===== src/rtl/out_port_sequencer_if.sv =====
// Request/ack and latch-strobe bundle of the output-port sequencer.
//   master : requesters A/B (req, data, mask), hold source; observes acks and strobes
//   slave  : the sequencer; drives acks, sel_* strobes and busy
interface out_port_sequencer_if #(
  parameter int unsigned NBITS  = 8,
  parameter int unsigned ADDR_W = 3
) ();
  logic              a_req;
  logic [NBITS-1:0]  a_data;
  logic [NBITS-1:0]  a_mask;
  logic              a_ack;
  logic              b_req;
  logic [NBITS-1:0]  b_data;
  logic [NBITS-1:0]  b_mask;
  logic              b_ack;
  logic              hold;
  logic              sel_data;
  logic [ADDR_W-1:0] sel_addr;
  logic              sel_write;
  logic              sel_ce;
  logic              busy;

  modport master (
    output a_req, a_data, a_mask, b_req, b_data, b_mask, hold,
    input  a_ack, b_ack, sel_data, sel_addr, sel_write, sel_ce, busy
  );

  modport slave (
    input  a_req, a_data, a_mask, b_req, b_data, b_mask, hold,
    output a_ack, b_ack, sel_data, sel_addr, sel_write, sel_ce, busy
  );
endinterface


===== src/rtl/out_port_sequencer.sv =====
// Output-port sequencer: round-robin arbitration between requesters A and B,
// then serialises the granted masked byte into one latch strobe per cycle.
// Ports:
//   clk, rst_n : clock, asynchronous active-low reset
//   bus        : out_port_sequencer_if.slave (requests, acks, sel_* strobes, hold, busy)
// Build option:
//   OUTSEQ_SKIP_EN : when defined, SHIFT visits only set mask bits (ascending);
//                    when undefined, every bit index 0..NBITS-1 is scanned.
module out_port_sequencer #(
  parameter int unsigned NBITS  = 8,
  parameter int unsigned ADDR_W = 3
) (
  input logic                 clk,
  input logic                 rst_n,
  out_port_sequencer_if.slave bus
);

  typedef enum logic [1:0] {IDLE, SHIFT, DONE} state_t;

  state_t            state_q, state_d;
  logic [ADDR_W-1:0] idx_q, idx_d;
  logic [NBITS-1:0]  data_q, data_d;
  logic [NBITS-1:0]  mask_q, mask_d;
  logic              gnt_b_q, gnt_b_d;   // last/current grant: 1 = B, 0 = A
  logic              take_b;
  logic              in_shift;

`ifdef OUTSEQ_SKIP_EN
  // Lowest set bit of m (0 when m is empty)
  function automatic logic [ADDR_W-1:0] first_set(input logic [NBITS-1:0] m);
    first_set = '0;
    for (int i = NBITS - 1; i >= 0; i--) begin
      if (m[i]) first_set = ADDR_W'(i);
    end
  endfunction
`endif

  // State register
  always_ff @(posedge clk or negedge rst_n) begin
    if (!rst_n) begin
      state_q <= IDLE;
      idx_q   <= '0;
      data_q  <= '0;
      mask_q  <= '0;
      gnt_b_q <= 1'b1;   // B counts as last grant so A wins the first tie
    end else begin
      state_q <= state_d;
      idx_q   <= idx_d;
      data_q  <= data_d;
      mask_q  <= mask_d;
      gnt_b_q <= gnt_b_d;
    end
  end

  // Next-state logic
  always_comb begin
    state_d = state_q;
    idx_d   = idx_q;
    data_d  = data_q;
    mask_d  = mask_q;
    gnt_b_d = gnt_b_q;
    take_b  = 1'b0;
    case (state_q)
      IDLE: begin
        take_b = bus.b_req && (!bus.a_req || !gnt_b_q);
        if (bus.a_req || bus.b_req) begin
          gnt_b_d = take_b;
          data_d  = take_b ? bus.b_data : bus.a_data;
          mask_d  = take_b ? bus.b_mask : bus.a_mask;
`ifdef OUTSEQ_SKIP_EN
          idx_d   = first_set(mask_d);
`else
          idx_d   = '0;
`endif
          state_d = SHIFT;
        end
      end
      SHIFT: begin
        // An empty mask spends exactly one SHIFT cycle, then acks
        if (mask_q == '0) begin
          state_d = DONE;
        end else if (!bus.hold) begin
`ifdef OUTSEQ_SKIP_EN
          mask_d = mask_q & ~(NBITS'(1) << idx_q);
          if (mask_d == '0) state_d = DONE;
          else              idx_d   = first_set(mask_d);
`else
          if (idx_q == ADDR_W'(NBITS - 1)) state_d = DONE;
          else                             idx_d   = idx_q + ADDR_W'(1);
`endif
        end
      end
      DONE: begin
        state_d = IDLE;
        idx_d   = '0;
      end
      default: state_d = IDLE;
    endcase
  end

  // Outputs decoded from state; hold gates the strobes within the same cycle
  assign in_shift      = (state_q == SHIFT);
  assign bus.busy      = (state_q != IDLE);
  assign bus.a_ack     = (state_q == DONE) && !gnt_b_q;
  assign bus.b_ack     = (state_q == DONE) && gnt_b_q;
  assign bus.sel_addr  = in_shift ? idx_q : '0;
  assign bus.sel_data  = in_shift && data_q[idx_q];
  assign bus.sel_ce    = in_shift && !bus.hold;
  assign bus.sel_write = in_shift && mask_q[idx_q] && !bus.hold;

endmodule

===== src/flat_wrapper.sv =====
// flat-port wrapper written by rule: the top's interface ports become plain ports
module out_port_sequencer_flat 
#(
  parameter int unsigned NBITS  = 8,
  parameter int unsigned ADDR_W = 3
)
  (clk, rst_n, bus_a_req, bus_a_data, bus_a_mask, bus_b_req, bus_b_data, bus_b_mask, bus_hold, bus_a_ack, bus_b_ack, bus_sel_data, bus_sel_addr, bus_sel_write, bus_sel_ce, bus_busy);
  out_port_sequencer_if #(.NBITS(NBITS), .ADDR_W(ADDR_W)) bus_i ();
  input logic clk;
  input logic rst_n;
  input wire logic [$bits(bus_i.a_req)-1:0] bus_a_req;
  input wire logic [$bits(bus_i.a_data)-1:0] bus_a_data;
  input wire logic [$bits(bus_i.a_mask)-1:0] bus_a_mask;
  input wire logic [$bits(bus_i.b_req)-1:0] bus_b_req;
  input wire logic [$bits(bus_i.b_data)-1:0] bus_b_data;
  input wire logic [$bits(bus_i.b_mask)-1:0] bus_b_mask;
  input wire logic [$bits(bus_i.hold)-1:0] bus_hold;
  output wire logic [$bits(bus_i.a_ack)-1:0] bus_a_ack;
  output wire logic [$bits(bus_i.b_ack)-1:0] bus_b_ack;
  output wire logic [$bits(bus_i.sel_data)-1:0] bus_sel_data;
  output wire logic [$bits(bus_i.sel_addr)-1:0] bus_sel_addr;
  output wire logic [$bits(bus_i.sel_write)-1:0] bus_sel_write;
  output wire logic [$bits(bus_i.sel_ce)-1:0] bus_sel_ce;
  output wire logic [$bits(bus_i.busy)-1:0] bus_busy;
  assign bus_i.a_req = bus_a_req;
  assign bus_i.a_data = bus_a_data;
  assign bus_i.a_mask = bus_a_mask;
  assign bus_i.b_req = bus_b_req;
  assign bus_i.b_data = bus_b_data;
  assign bus_i.b_mask = bus_b_mask;
  assign bus_i.hold = bus_hold;
  assign bus_a_ack = bus_i.a_ack;
  assign bus_b_ack = bus_i.b_ack;
  assign bus_sel_data = bus_i.sel_data;
  assign bus_sel_addr = bus_i.sel_addr;
  assign bus_sel_write = bus_i.sel_write;
  assign bus_sel_ce = bus_i.sel_ce;
  assign bus_busy = bus_i.busy;
  out_port_sequencer #(.NBITS(NBITS), .ADDR_W(ADDR_W)) u_core (.clk(clk), .rst_n(rst_n), .bus(bus_i));
endmodule

===== config.mk =====
export PLATFORM = sky130hd
export DESIGN_NAME = out_port_sequencer_flat
export DESIGN_NICKNAME = d
export VERILOG_FILES = /design/src/rtl/out_port_sequencer_if.sv /design/src/rtl/out_port_sequencer.sv /design/src/flat_wrapper.sv
export SDC_FILE = /design/constraint.sdc
export NUM_CORES = 1
export LEC_CHECK = 0
export ABC_CLOCK_PERIOD_IN_PS = 1670
export CAP_MARGIN = 20
export CORE_MARGIN = 1.5
export CORE_UTILIZATION = 34
export CTS_CLUSTER_SIZE = 24
export DETAILED_ROUTE_END_ITERATION = 7
export MAX_ROUTING_LAYER = met4
export SLEW_MARGIN = 0
export SYNTH_ARGS = -nofsm -noshare
export SYNTH_HDL_FRONTEND = slang
export SYNTH_SLANG_ARGS = --single-unit

===== constraint.sdc =====
create_clock -name clk -period 1.67 [get_ports clk]
set_input_delay 0.334 -clock clk [delete_from_list [all_inputs] [get_ports clk]]
set_output_delay 0.334 -clock clk [all_outputs]
set_load 0.02 [all_outputs]

==> summary.txt <==
Status: finished, violations left
Failing checks: negative setup slack
Post-Route Skew: 5.90 ps
R2r setup slk: -100 ps
Post-synthesis register bit count: 22
Register area: 556 um2
Final period util: 113%
Top Usage Layer GRT: met2
Rows: 23
TritonCTS buffer count: 3
Critical Path Source Type: flip-flop
Routed vias: 1117
Multi-input logic area: 895 um2
# fillers: 325
CTS root buffer: clkbuf_8
Largest cells by area after synthesis: dfrtp_1 38%, mux2_4 22%, mux2_2 11%
CTS tree: built
Final wirelength: 3360 um
Final setup TNS: -713 ps
FF-to-FF Start: u_core.idx_q[1]$_DFFE_PN0P_
Gr usage total: 16.9%
Post-synth EDFFs: 0
Final hold violation count: 0
Crit end category: primary output
Met3 Use GR: 2.53%
Port Buffers: 45
Clock tree buffer depth: 2
CP Class: flip-flop to primary output
Post-Syn Area per Cell: 13.3 um2
Critical Path AT: 1550 ps
I/O Pins: 46
Final net count: 225
Total power: 3.82 mW
Worst min path class: input pin to async pin
Cells after Synth: 104
Setup violation total in the final timing report: 5
H-tree levels: 1
Initial Util: 34.9%
Max-cap viol count: 0
Antenna diodes: 0
Simple-gate share of the synthesized area: 8.66%
Max-Slew Margin vs Limit: 76.4%
Critical path required time: 1340 ps
Fin util: 58.1%
RSZ-0062 raised after global routing: yes
Initial DRC Count: 59
Detailed placement HPWL: 2490 um
First-pass GRT wire length: 5530 um
Ratio of cells with drive above 1 in the final layout: 55.1%
Setup slack after layout: -216 ps
GRT Residual Overflow: 0
Static Leak: 1.04 nW
Die footprint: 4470 um2
Distinct cells, synth: 31
Minimum clock period: 1890 ps
Pwr Density: 1660 nW/um2
Initial antenna violation count: 0
Largest net degree at the start of global routing: 23
Xor and xnor fraction of the mapped netlist area: 0%
Met1 Use GR: 20.8%
DR DRC count: 0
Die X: 66.9 um
Post-synthesis cell area: 1390 um2
Yosys top cell by area: dfrtp_1
Most common cell after layout, fill and taps aside: clkdlybuf4s50_1
Post-route ant nets: 0
CP Max Fanout: 3
Grt met2 use: 29.5%
Fmax: 530 MHz
Reg2reg end: u_core.idx_q[2]$_DFFE_PN0P_
Most frequent cells in the layout: 34 x clkdlybuf4s50_1, 32 x buf_4, 28 x mux2_4, 18 x dfrtp_1, 6 x mux2_2
Chip Height: 66.9 um
Least-Margin Pin Slew: 350 ps
Vias in the first global route: 1215
GPL Wtd Cong: 0.855
Top FF cell, synth: dfrtp_1
Max Slew Vio Count: 0
Vias/cell: 4.75
Mux cell area share after synthesis: 38.4%
DR WL/cell: 14.3 um
Synth Net Count: 143
Ys async rst share: 100%
Peak VDD IR: 0.557 mV
Synth Area in Adders: 1.81%
Layout area overhead: 66.4%
Pre-antenna DRT Iters: 4
Compound-Gate Fraction of Synth Area: 7.76%
Skew-Pair Late Insertion Delay: 260 ps
CTS Sinks: 22
Combinational family with the most area after synthesis: multiplexers
Seq/Total Area, Yosys: 39.8%
Pre-CTS WS: -448 ps
Clock transition at the registers of the reported paths: 80 ps
Core ar.: 3970 um2
Synth warnings: 0
Top cell type's share of synthesized area: 37.9%
Worst R2R Path Depth: 7
[layer usage]
layer,up-vias,routed length [um]
li1,545,-
met1,536,1510
met2,33,1670
met3,3,157
met4,0,19
met5,-,0
[critical path: stages (launching register included)]
cell	delay [ps]
dfrtp_2	400
mux4_2	510
o22ai_2	160
nor3_2	50
buf_2	160
[registers in the layout, summed over array words and instances, names as in the netlist]
name,cells
u_core.data_q,8
u_core.idx_q,3
u_core.gnt_b_q,1
u_core.state_q,2
u_core.mask_q,8
[how the worst max path moves through the flow]
stage | from | endpoint | cells past startpoint
floorplan | u_core.idx_q[2]$_DFFE_PN0P_ | bus_sel_write | 4
global placement | u_core.idx_q[1]$_DFFE_PN0P_ | bus_sel_write | 4
detailed placement | u_core.idx_q[1]$_DFFE_PN0P_ | bus_sel_data | 4
CTS | u_core.idx_q[1]$_DFFE_PN0P_ | bus_sel_data | 4
global route | u_core.idx_q[1]$_DFFE_PN0P_ | bus_sel_data | 4
finish | u_core.idx_q[1]$_DFFE_PN0P_ | bus_sel_data | 4
[metrics by stage]
step	cell area [um2]	std cells	hold WS, ps
after global routing	2310	235	442
after floorplan	1400	104	38.4
after CTS	2240	234	435
after detailed placement	2150	228	522
final	2310	235	418
after global placement	2150	228	532
[final cells by class]
type,count,area share [%]
clock buffers,4,2.39
inverters,3,0.488
multi-input cells,75,38.8
flip-flops and latches,22,24.1
well taps,50,2.71
repair buffers,81,31.6
[power breakdown]
group / total, mW / switching [mW] / internal (mW)
Sequential: 1.03 / 0.216 / 0.818
Clock: 0.384 / 0.174 / 0.210
Combinational: 2.41 / 0.919 / 1.49
[Yosys cell counts (all sizes together) (3+ instances only)]
cell,count
nor2b,4
nor2,3
nor4,3
dfrtp,21
inv,3
o21ai,3
and2,3
mux2i,3
mux2,34
buf,3
[logic make-up (layout without fill, tap and decap cells)]
family,after synthesis,count (layout)
multiplexers,39,39
flip-flops,22,22
AND/OR/NAND/NOR,20,20
AO/OA/AOI/OAI,14,14
buffers and inverters,7,88
adder cells (fa/ha/maj),2,2
[what timing repair did]
item                                    CTS  global route
hold endpoints to repair                  0             0
cloned                                    1             0
buffers inserted                          1             1
gates resized for setup                  39            24
endpoints found under the setup margin   18            26
hold buffers                              0             0
pin swaps                                 1             2
(Power assumes the default switching activity.)
